--- src/rtl/cdt_timer.sv ---
// rtl/cdt_timer.sv - countdown timer with bus-mapped CTRL/LOAD/VALUE/STATUS registers
// Optional prescaler enabled by defining CDT_PRESCALER_EN.
module cdt_timer #(
    parameter int COUNT_W    = 32,
    parameter int PRESCALE_W = 8
) (
    input  logic        clk,
    input  logic        reset_n,
    input  logic        cdt_sel,
    input  logic [3:0]  addr,
    input  logic [3:0]  cdt_wstrb,
    input  logic [31:0] cdt_di,
    output logic [31:0] cdt_do,
    output logic        cdt_ready,
    output logic        cdt_irq
);

    typedef enum logic [1:0] {IDLE, RUN, EXPIRED} state_t;

    state_t               state_q, state_d;
    logic                 sel_seen;
    logic                 en_q, en_d, reload_q, reload_d, irq_en_q, irq_en_d, exp_q, exp_d;
    logic [COUNT_W-1:0]   load_q, load_d, value_q, value_d;
    logic                 access, wr, ctrl_wr, load_wr, stat_wr, tick;
    logic [31:0]          ctrl_rd, rdata, wmerge;

    // One access per select assertion: only the first cycle sel is seen high counts.
    assign access  = cdt_sel && !sel_seen;
    assign wr      = access && (|cdt_wstrb);
    assign ctrl_wr = wr && (addr == 4'h0);
    assign load_wr = wr && (addr == 4'h4);
    assign stat_wr = wr && (addr == 4'hC);

`ifdef CDT_PRESCALER_EN
    logic [PRESCALE_W-1:0] psc_q, psc_d, pcnt_q, pcnt_d;
    assign tick = (state_q == RUN) && (pcnt_q == psc_q);
`else
    assign tick = (state_q == RUN);
`endif

    always_comb begin
        ctrl_rd    = '0;
        ctrl_rd[0] = en_q;
        ctrl_rd[1] = reload_q;
        ctrl_rd[2] = irq_en_q;
`ifdef CDT_PRESCALER_EN
        ctrl_rd[8 +: PRESCALE_W] = psc_q;
`else
        ctrl_rd[8 +: PRESCALE_W] = '0;
`endif
    end

    always_comb begin
        rdata = '0;
        case (addr)
            4'h0: rdata = ctrl_rd;
            4'h4: rdata[COUNT_W-1:0] = load_q;
            4'h8: rdata[COUNT_W-1:0] = value_q;
            4'hC: begin
                rdata[0] = exp_q;
                rdata[1] = (state_q == RUN);
            end
            default: rdata = '0;
        endcase
    end

    // Unstrobed bytes keep the register's current contents.
    always_comb begin
        wmerge = '0;
        for (int b = 0; b < 4; b++) begin
            wmerge[8*b +: 8] = cdt_wstrb[b] ? cdt_di[8*b +: 8] : rdata[8*b +: 8];
        end
    end

    always_comb begin
        state_d  = state_q;
        en_d     = en_q;
        reload_d = reload_q;
        irq_en_d = irq_en_q;
        exp_d    = exp_q;
        load_d   = load_q;
        value_d  = value_q;
`ifdef CDT_PRESCALER_EN
        psc_d    = psc_q;
        pcnt_d   = pcnt_q;
`endif
        if (ctrl_wr) begin
            en_d     = wmerge[0];
            reload_d = wmerge[1];
            irq_en_d = wmerge[2];
`ifdef CDT_PRESCALER_EN
            psc_d    = wmerge[8 +: PRESCALE_W];
`endif
        end
        if (load_wr) begin
            load_d = wmerge[COUNT_W-1:0];
        end
        if (stat_wr && cdt_wstrb[0] && cdt_di[0]) begin
            exp_d = 1'b0;
        end
        case (state_q)
            IDLE, EXPIRED: begin
                if (ctrl_wr && wmerge[0]) begin
                    state_d = RUN;
                    value_d = load_q;
`ifdef CDT_PRESCALER_EN
                    pcnt_d  = '0;
`endif
                end
            end
            RUN: begin
                if (ctrl_wr && !wmerge[0]) begin
                    state_d = IDLE;
                end else begin
`ifdef CDT_PRESCALER_EN
                    pcnt_d = tick ? '0 : pcnt_q + PRESCALE_W'(1);
`endif
                    if (tick) begin
                        if (value_q != '0) begin
                            value_d = value_q - COUNT_W'(1);
                        end else begin
                            // Expiry sets EXP after any same-edge W1C, so set wins.
                            exp_d = 1'b1;
                            if (reload_q) begin
                                value_d = load_q;
                            end else begin
                                state_d = EXPIRED;
                                en_d    = 1'b0;
                            end
                        end
                    end
                end
            end
            default: state_d = IDLE;
        endcase
    end

    always_ff @(posedge clk or negedge reset_n) begin
        if (!reset_n) begin
            state_q   <= IDLE;
            sel_seen  <= 1'b0;
            en_q      <= 1'b0;
            reload_q  <= 1'b0;
            irq_en_q  <= 1'b0;
            exp_q     <= 1'b0;
            load_q    <= '0;
            value_q   <= '0;
            cdt_do    <= '0;
            cdt_ready <= 1'b0;
            cdt_irq   <= 1'b0;
`ifdef CDT_PRESCALER_EN
            psc_q     <= '0;
            pcnt_q    <= '0;
`endif
        end else begin
            state_q   <= state_d;
            sel_seen  <= cdt_sel;
            en_q      <= en_d;
            reload_q  <= reload_d;
            irq_en_q  <= irq_en_d;
            exp_q     <= exp_d;
            load_q    <= load_d;
            value_q   <= value_d;
            cdt_ready <= access;
            cdt_do    <= (access && !(|cdt_wstrb)) ? rdata : '0;
            cdt_irq   <= exp_q & irq_en_q;
`ifdef CDT_PRESCALER_EN
            psc_q     <= psc_d;
            pcnt_q    <= pcnt_d;
`endif
        end
    end

endmodule
--- config.mk ---
export PLATFORM = sky130hd
export DESIGN_NAME = cdt_timer
export DESIGN_NICKNAME = d
export VERILOG_FILES = /design/src/rtl/cdt_timer.sv
export SDC_FILE = /design/constraint.sdc
export NUM_CORES = 1
export LEC_CHECK = 0
export BUFFER_PORTS_ARGS = -buffer_cell sky130_fd_sc_hd__buf_2
export CAP_MARGIN = 20
export CORE_ASPECT_RATIO = 1.4
export CORE_MARGIN = 1.5
export CORE_UTILIZATION = 55
export CTS_CLUSTER_SIZE = 14
export DETAILED_ROUTE_END_ITERATION = 12
export MAX_ROUTING_LAYER = met4
export PLACE_DENSITY = 0.77
export SYNTH_ARGS = -nofsm -noshare
export SYNTH_HDL_FRONTEND = slang
export SYNTH_SLANG_ARGS = --single-unit
--- constraint.sdc ---
create_clock -name clk -period 3.39 [get_ports clk]
set_input_delay 0.678 -clock clk [delete_from_list [all_inputs] [get_ports clk]]
set_output_delay 0.678 -clock clk [all_outputs]
set_load 0.005 [all_outputs]
# [Word-level counts from Yosys, hierarchy flattened]
# Cells that the tools add are included.
[totals] ff_bits=105 inputBits=43 out_inout_bits=34 elab_cells=70
[op_classes] n_addsub=1 n_eq_ne=10 n_mux=26 bitwise_logic=1 reduce_logical=21
[ops] op="32-bit two-way mux" n=5
[ops] op="30-bit one-hot mux with 3 select lines" n=1
[ops] op="32-bit one-hot mux with 2 select lines" n=1
[ops] op="8-bit two-way mux" n=4
[ops] op="32-bit nonzero test" n=1
[ops] op="32-bit by 1-bit subtractor with 32-bit output, second input constant" n=1
[ops] op="1-bit logical AND" n=10
[ops] op="1-bit two-way mux" n=9
[ops] op="4-bit equality test, second input constant" n=2
[ops] op="2-bit two-way mux" n=4
[ops] op="2-bit one-hot mux with 4 select lines" n=1
[ops] op="3-bit by 2-bit != test with 1-bit output, second input constant" n=2
[ops] op="4-bit by 3-bit equality test with 1-bit output, second input constant" n=1
[ops] op="4-bit logical NOT" n=1
[ops] op="2-bit != test, second input constant" n=2
[ops] op="2-bit one-hot mux with 2 select lines" n=1
[ops] op="4-bit AND reduction" n=1
[ops] op="4-bit OR reduction" n=1
[ops] op="1-bit logical NOT" n=3
[ops] op="3-bit != test, second input constant" n=1
[ops] op="3-bit AND reduction" n=1
[ops] op="2-bit by 1-bit equality test with 1-bit output, second input constant" n=1
[ops] op="2-bit equality test, second input constant" n=1
[ops] op="2-bit logical NOT" n=1
[ops] op="other kinds (3)" n=3

# [Longest topological paths before layout]
[depth] word_depth=10 depth_mapped=10 mapped_depth_nobuf=8

# [Least setup slack after synthesis]
# No wires, ideal clock.
[synth_timing] path_kind="input-to-reg" startpoint="input addr[1]" endpoint="register value_q[15]" setup_time_ns=0.130 arrival_time_ns=2.723 required_time_ns=3.260 setup_slack_ns=0.537 path_stages=10 path_buffers=3 cell_sequence="or3_1 > clkbuf_1 > or4_1 > buf_2 > o21a_1 > a311o_2 > inv_2 > buf_2 > o21ai_0 > o2bb2ai_1"
[synth_between] elab_chain_len=7 word_cells_on_any_way=13 cone_classes="5 x eq/ne; 2 x mux; 6 x reduce/logical"
[synth_rtl] item="start: declaration" line="10" rtl="input logic [3:0] addr,"
[synth_rtl] item="4-bit equality test, or another cell as far along" line="55" rtl="case (addr)"
[synth_rtl] item="2-bit one-hot mux with 4 select lines" line="55"
[synth_rtl] item="8-bit two-way mux" line="71" rtl="wmerge[8*b +: 8] = cdt_wstrb[b] ? cdt_di[8*b +: 8] : rdata[8*b +: 8];"
[synth_rtl] item="1-bit logical NOT" line="112" rtl="if (ctrl_wr && !wmerge[0]) begin"
[synth_rtl] item="1-bit logical AND" line="112"
[synth_rtl] item="2-bit != test (no source line)"
[synth_rtl] item="4-bit AND reduction (no source line) *"
[synth_rtl] item="end signal: assignment" line="163" rtl="value_q <= value_d;"
[synth_rtl] item="end: declaration" line="23" rtl="logic [COUNT_W-1:0] load_q, load_d, value_q, value_d;"
# Every way passes the cells marked *; elsewhere a longest branch is shown, timed or not.
# A chain may end at the register's enable or synchronous reset.

# [Worst setup path in the final report]
[layout_timing] startpoint="register value_q[8]" endpoint="register value_q[22]"
[layout_between] elab_chain_len=4 word_cells_on_any_way=7 cone_classes="1 x add/sub; 1 x eq/ne; 3 x mux; 2 x reduce/logical"
[layout_rtl] item="32-bit by 1-bit subtractor with 32-bit output or 32-bit nonzero test (tied branches)" line="120, 119"
[layout_rtl] item="32-bit two-way mux" line="119" rtl="if (value_q != '0) begin"
[layout_rtl] item="32-bit two-way mux" line="112"
[layout_rtl] item="32-bit one-hot mux with 2 select lines" line="101" rtl="case (state_q)"
# Parallel ways exist; a longest one is shown, timed or not. The select of a mux whose other input is x is not followed.

==> flow_metrics.py <==
metrics = {
    "setup_path": {
        "worstPathRequired_ns": 3.61,
        "crit_arrival_ns": 3.07,
        "critPathCaptureType": "flop",
        "slowest_delay_ns": 0.54,
        "slowest_stage": "nor4_4",
        "crit_path_start_kind": "flop",
        "path_cells": "or3_1, or3_4, nor4_4, a311o_2, buf_4, a21oi_1, a2bb2oi_1",
        "path_class": "flop to flop",
        "critPathMaxFanout": 32,
        "r2r_cells": 7,
    },
    "clock_network": {
        "cts_hold_buf": 0,
        "cts_resized": 0,
        "clkTransAtPathRegs_ns": 0.07,
        "clock-root-buffer": "clkbuf_16",
        "cts_buffer_depth": 2,
        "cts_max_level": 3,
        "clk_latency_ns": 0.34,
        "cts_tree": "built",
        "post_cts_buffers": 0,
        "numCtsBuffers": 9,
        "cts_num_sinks": 105,
    },
    "floorplanning": {
        "die_h_um": 117,
        "core.rowCount": 41,
        "initial_core_util_pct": 56.5,
        "fp.dieW_um": 84.2,
        "core_um2": 8980,
        "io_pins": 77,
        "dieArea_um2": 9810,
    },
    "yosys": {
        "synthAdderAreaFrac_pct": 0.493,
        "synth_top_family_by_area": "simple AND/OR/NAND/NOR gates",
        "postSynthAreaPerCell_um2": 10.5,
        "syn_inst": 483,
        "synth_edf_count": 0,
        "synth-compound-area-share_pct": 14.8,
        "synthMuxAreaShare_pct": 13.9,
        "synth_simple_gate_area_share_pct": 15.1,
        "synth_warnings": 0,
        "synthXorXnorAreaFrac_pct": 0,
        "ys.flop_type": "dfrtp_1",
        "syn_area_um2": 5070,
        "synth-seq-cells": 105,
        "ys_async_sr_fraction_pct": 100,
        "ys_seq_area_share_pct": 51.8,
        "ys_types": 48,
        "synth_fp_nets": 528,
    },
    "grt": {
        "grt_pass1_wl_um": 19600,
        "grt_remaining_overflow": 0,
        "grt_max_degree": 106,
        "grt_pass1_vias": 4111,
        "antenna_found_initial": 0,
        "grt_usage_pct": 26.1,
    },
    "pwr": {
        "power.density_nw_per_um2": 657,
        "vdd_drop_max_uv": 412,
        "power.leakage_nw": 2.74,
    },
    "timing": {
        "rsz0062_at_grt": "no",
        "fmax_ghz": 0.351,
        "final.setup.worst_slack_ns": 0.543,
        "hold_viol": 0,
        "period_needed_ns": 2.85,
        "worstMarginPinSlew_ns": 0.579,
        "clock_skew_ns": 0.00509,
        "finalSetupTns_ns": 0,
        "setup_viol": 0,
        "period_share_pct": 84.0,
        "slew_violations": 0,
        "max_slew_margin_pct": 61.3,
    },
    "placement": {
        "place_area_um2": 5620,
        "io_buffer_count": 76,
        "place_hpwl_um": 8000,
        "gp_congestion": 0.871,
        "pre_cts_ws_ns": 0.351,
    },
    "cells_and_area": {
        "area_growth_pct": 17.4,
        "design_area_um2": 5960,
        "drive_gt1_share_pct": 27.6,
        "diodes": 0,
        "final_core_util_pct": 66.3,
        "nNetsFinal": 606,
    },
    "detailed_routing": {
        "avgRoutedWirePerCell_um": 17.6,
        "drc": 0,
        "ant_nets": 0,
        "post_drt_via_cell_ratio": 6.05,
        "drt_wl_total_um": 11800,
        "drtIter0Drc": 356,
        "drt_first_pass_iters": 5,
        "vias": 4063,
    },
    "job": {
        "drv_cap": 0,
    },
    "status": {
        "status": "finished clean",
    },
    "hold_path": {
        "hold_class": "input pin to asynchronous set/reset pin",
    },
}
kinds of logic (layout without fill, tap and decap cells):
| kind of cell | Yosys count | count (layout) |
|---|---|---|
| AO/OA/AOI/OAI | 110 | 110 |
| adder cells (fa/ha/maj) | 2 | 2 |
| buffers and inverters | 47 | 129 |
| flip-flops | 105 | 105 |
| multiplexers | 65 | 65 |
| AND/OR/NAND/NOR | 154 | 154 |
path summary, 6_finish.rpt:
check	start	to	slack [ns]
worst max-delay path	value_q[8]	value_q[22]	0.54
worst min-delay path	reset_n	cdt_do[10]	0.37
worst max register to register	value_q[8]	value_q[22]	0.54
worst min register to register	value_q[12]	value_q[12]	0.52
max in group asynchronous	reset_n	irq_en_q	2.55
min in group clk	cdt_sel	sel_seen	0.45
report_power, final:
part	internal, mW	switching, mW
clock network	0.648	0.439
logic	0.489	0.615
registers	1.46	0.263
placed cells by master, fill, tap and decap left out, types with 3 or more instances in the layout:
master / instances
nand4_1: 4
mux2i_1: 32
nand2b_1: 4
or3_1: 6
or4_1: 4
dfrtp_1: 105
clkbuf_8: 4
a21oi_1: 17
buf_2: 75
inv_1: 17
o22ai_1: 6
or2_2: 4
a22oi_1: 30
nand3_1: 5
mux2_2: 32
nor2_1: 58
o21ai_0: 21
buf_4: 19
a2bb2oi_1: 4
clkbuf_16: 9
nor3_1: 21
o21ai_1: 3
nor4_1: 9
o2bb2ai_1: 17
nand2_1: 23
routing by layer:
layer | global-route usage (%) | up-vias | part of all wire, %
met5 | - | - | 0
met2 | 42.8 | 134 | 51
met4 | 13.7 | 0 | 2.8
met1 | 31.2 | 1998 | 42
li1 | - | 1909 | -
met3 | 4.17 | 22 | 4.1
stage by stage:
stage               std cells  hold WS (ns)  power, mW
finish                    672         0.368       3.91
global route              672         0.427       4.11
CTS                       671         0.429       3.90
detailed placement        656         0.503       2.81
global placement          656         0.495       2.76
floorplan                 483         0.382       2.45
registers in the layout, indices dropped and copies added (netlist names):
signal and cells:
reload_q 1, exp_q 1, load_q 32, en_q 1
cdt_ready 1, irq_en_q 1, cdt_irq 1, sel_seen 1
state_q 2, cdt_do 32, value_q 32
synth_stat cells (7+ instances only):
library cell,number,area [µm²]
mux2i_1,32,320
o2bb2ai_1,17,149
nor2_1,60,225
o21ai_0,21,105
nor4_1,9,56.3
dfrtp_1,105,2630
nor3_1,21,105
a21oi_1,17,85.1
nand2_1,23,86.3
a22oi_1,30,225
clkbuf_1,18,67.6
inv_1,17,63.8
mux2_2,32,360
buf_2,7,35.0
critical path: cells and delay by family (launching register included):
kind,cells,cell delay [ns]
flip-flops,1,0.44
AO/OA/AOI/OAI,3,0.50
AND/OR/NAND/NOR,3,1.43
buffers and inverters,1,0.34
layout make-up:
cell class / instances / area (µm²)
timing repair buffer: 96 / 558
multi-input combinational: 331 / 2250
tap: 107 / 134
fill: 693 / 3020
inverter: 18 / 67.6
sequential: 105 / 2630
clock inverter: 2 / 35.0
clock buffer: 13 / 280
No activity file was read; power rests on OpenSTA's default activity.
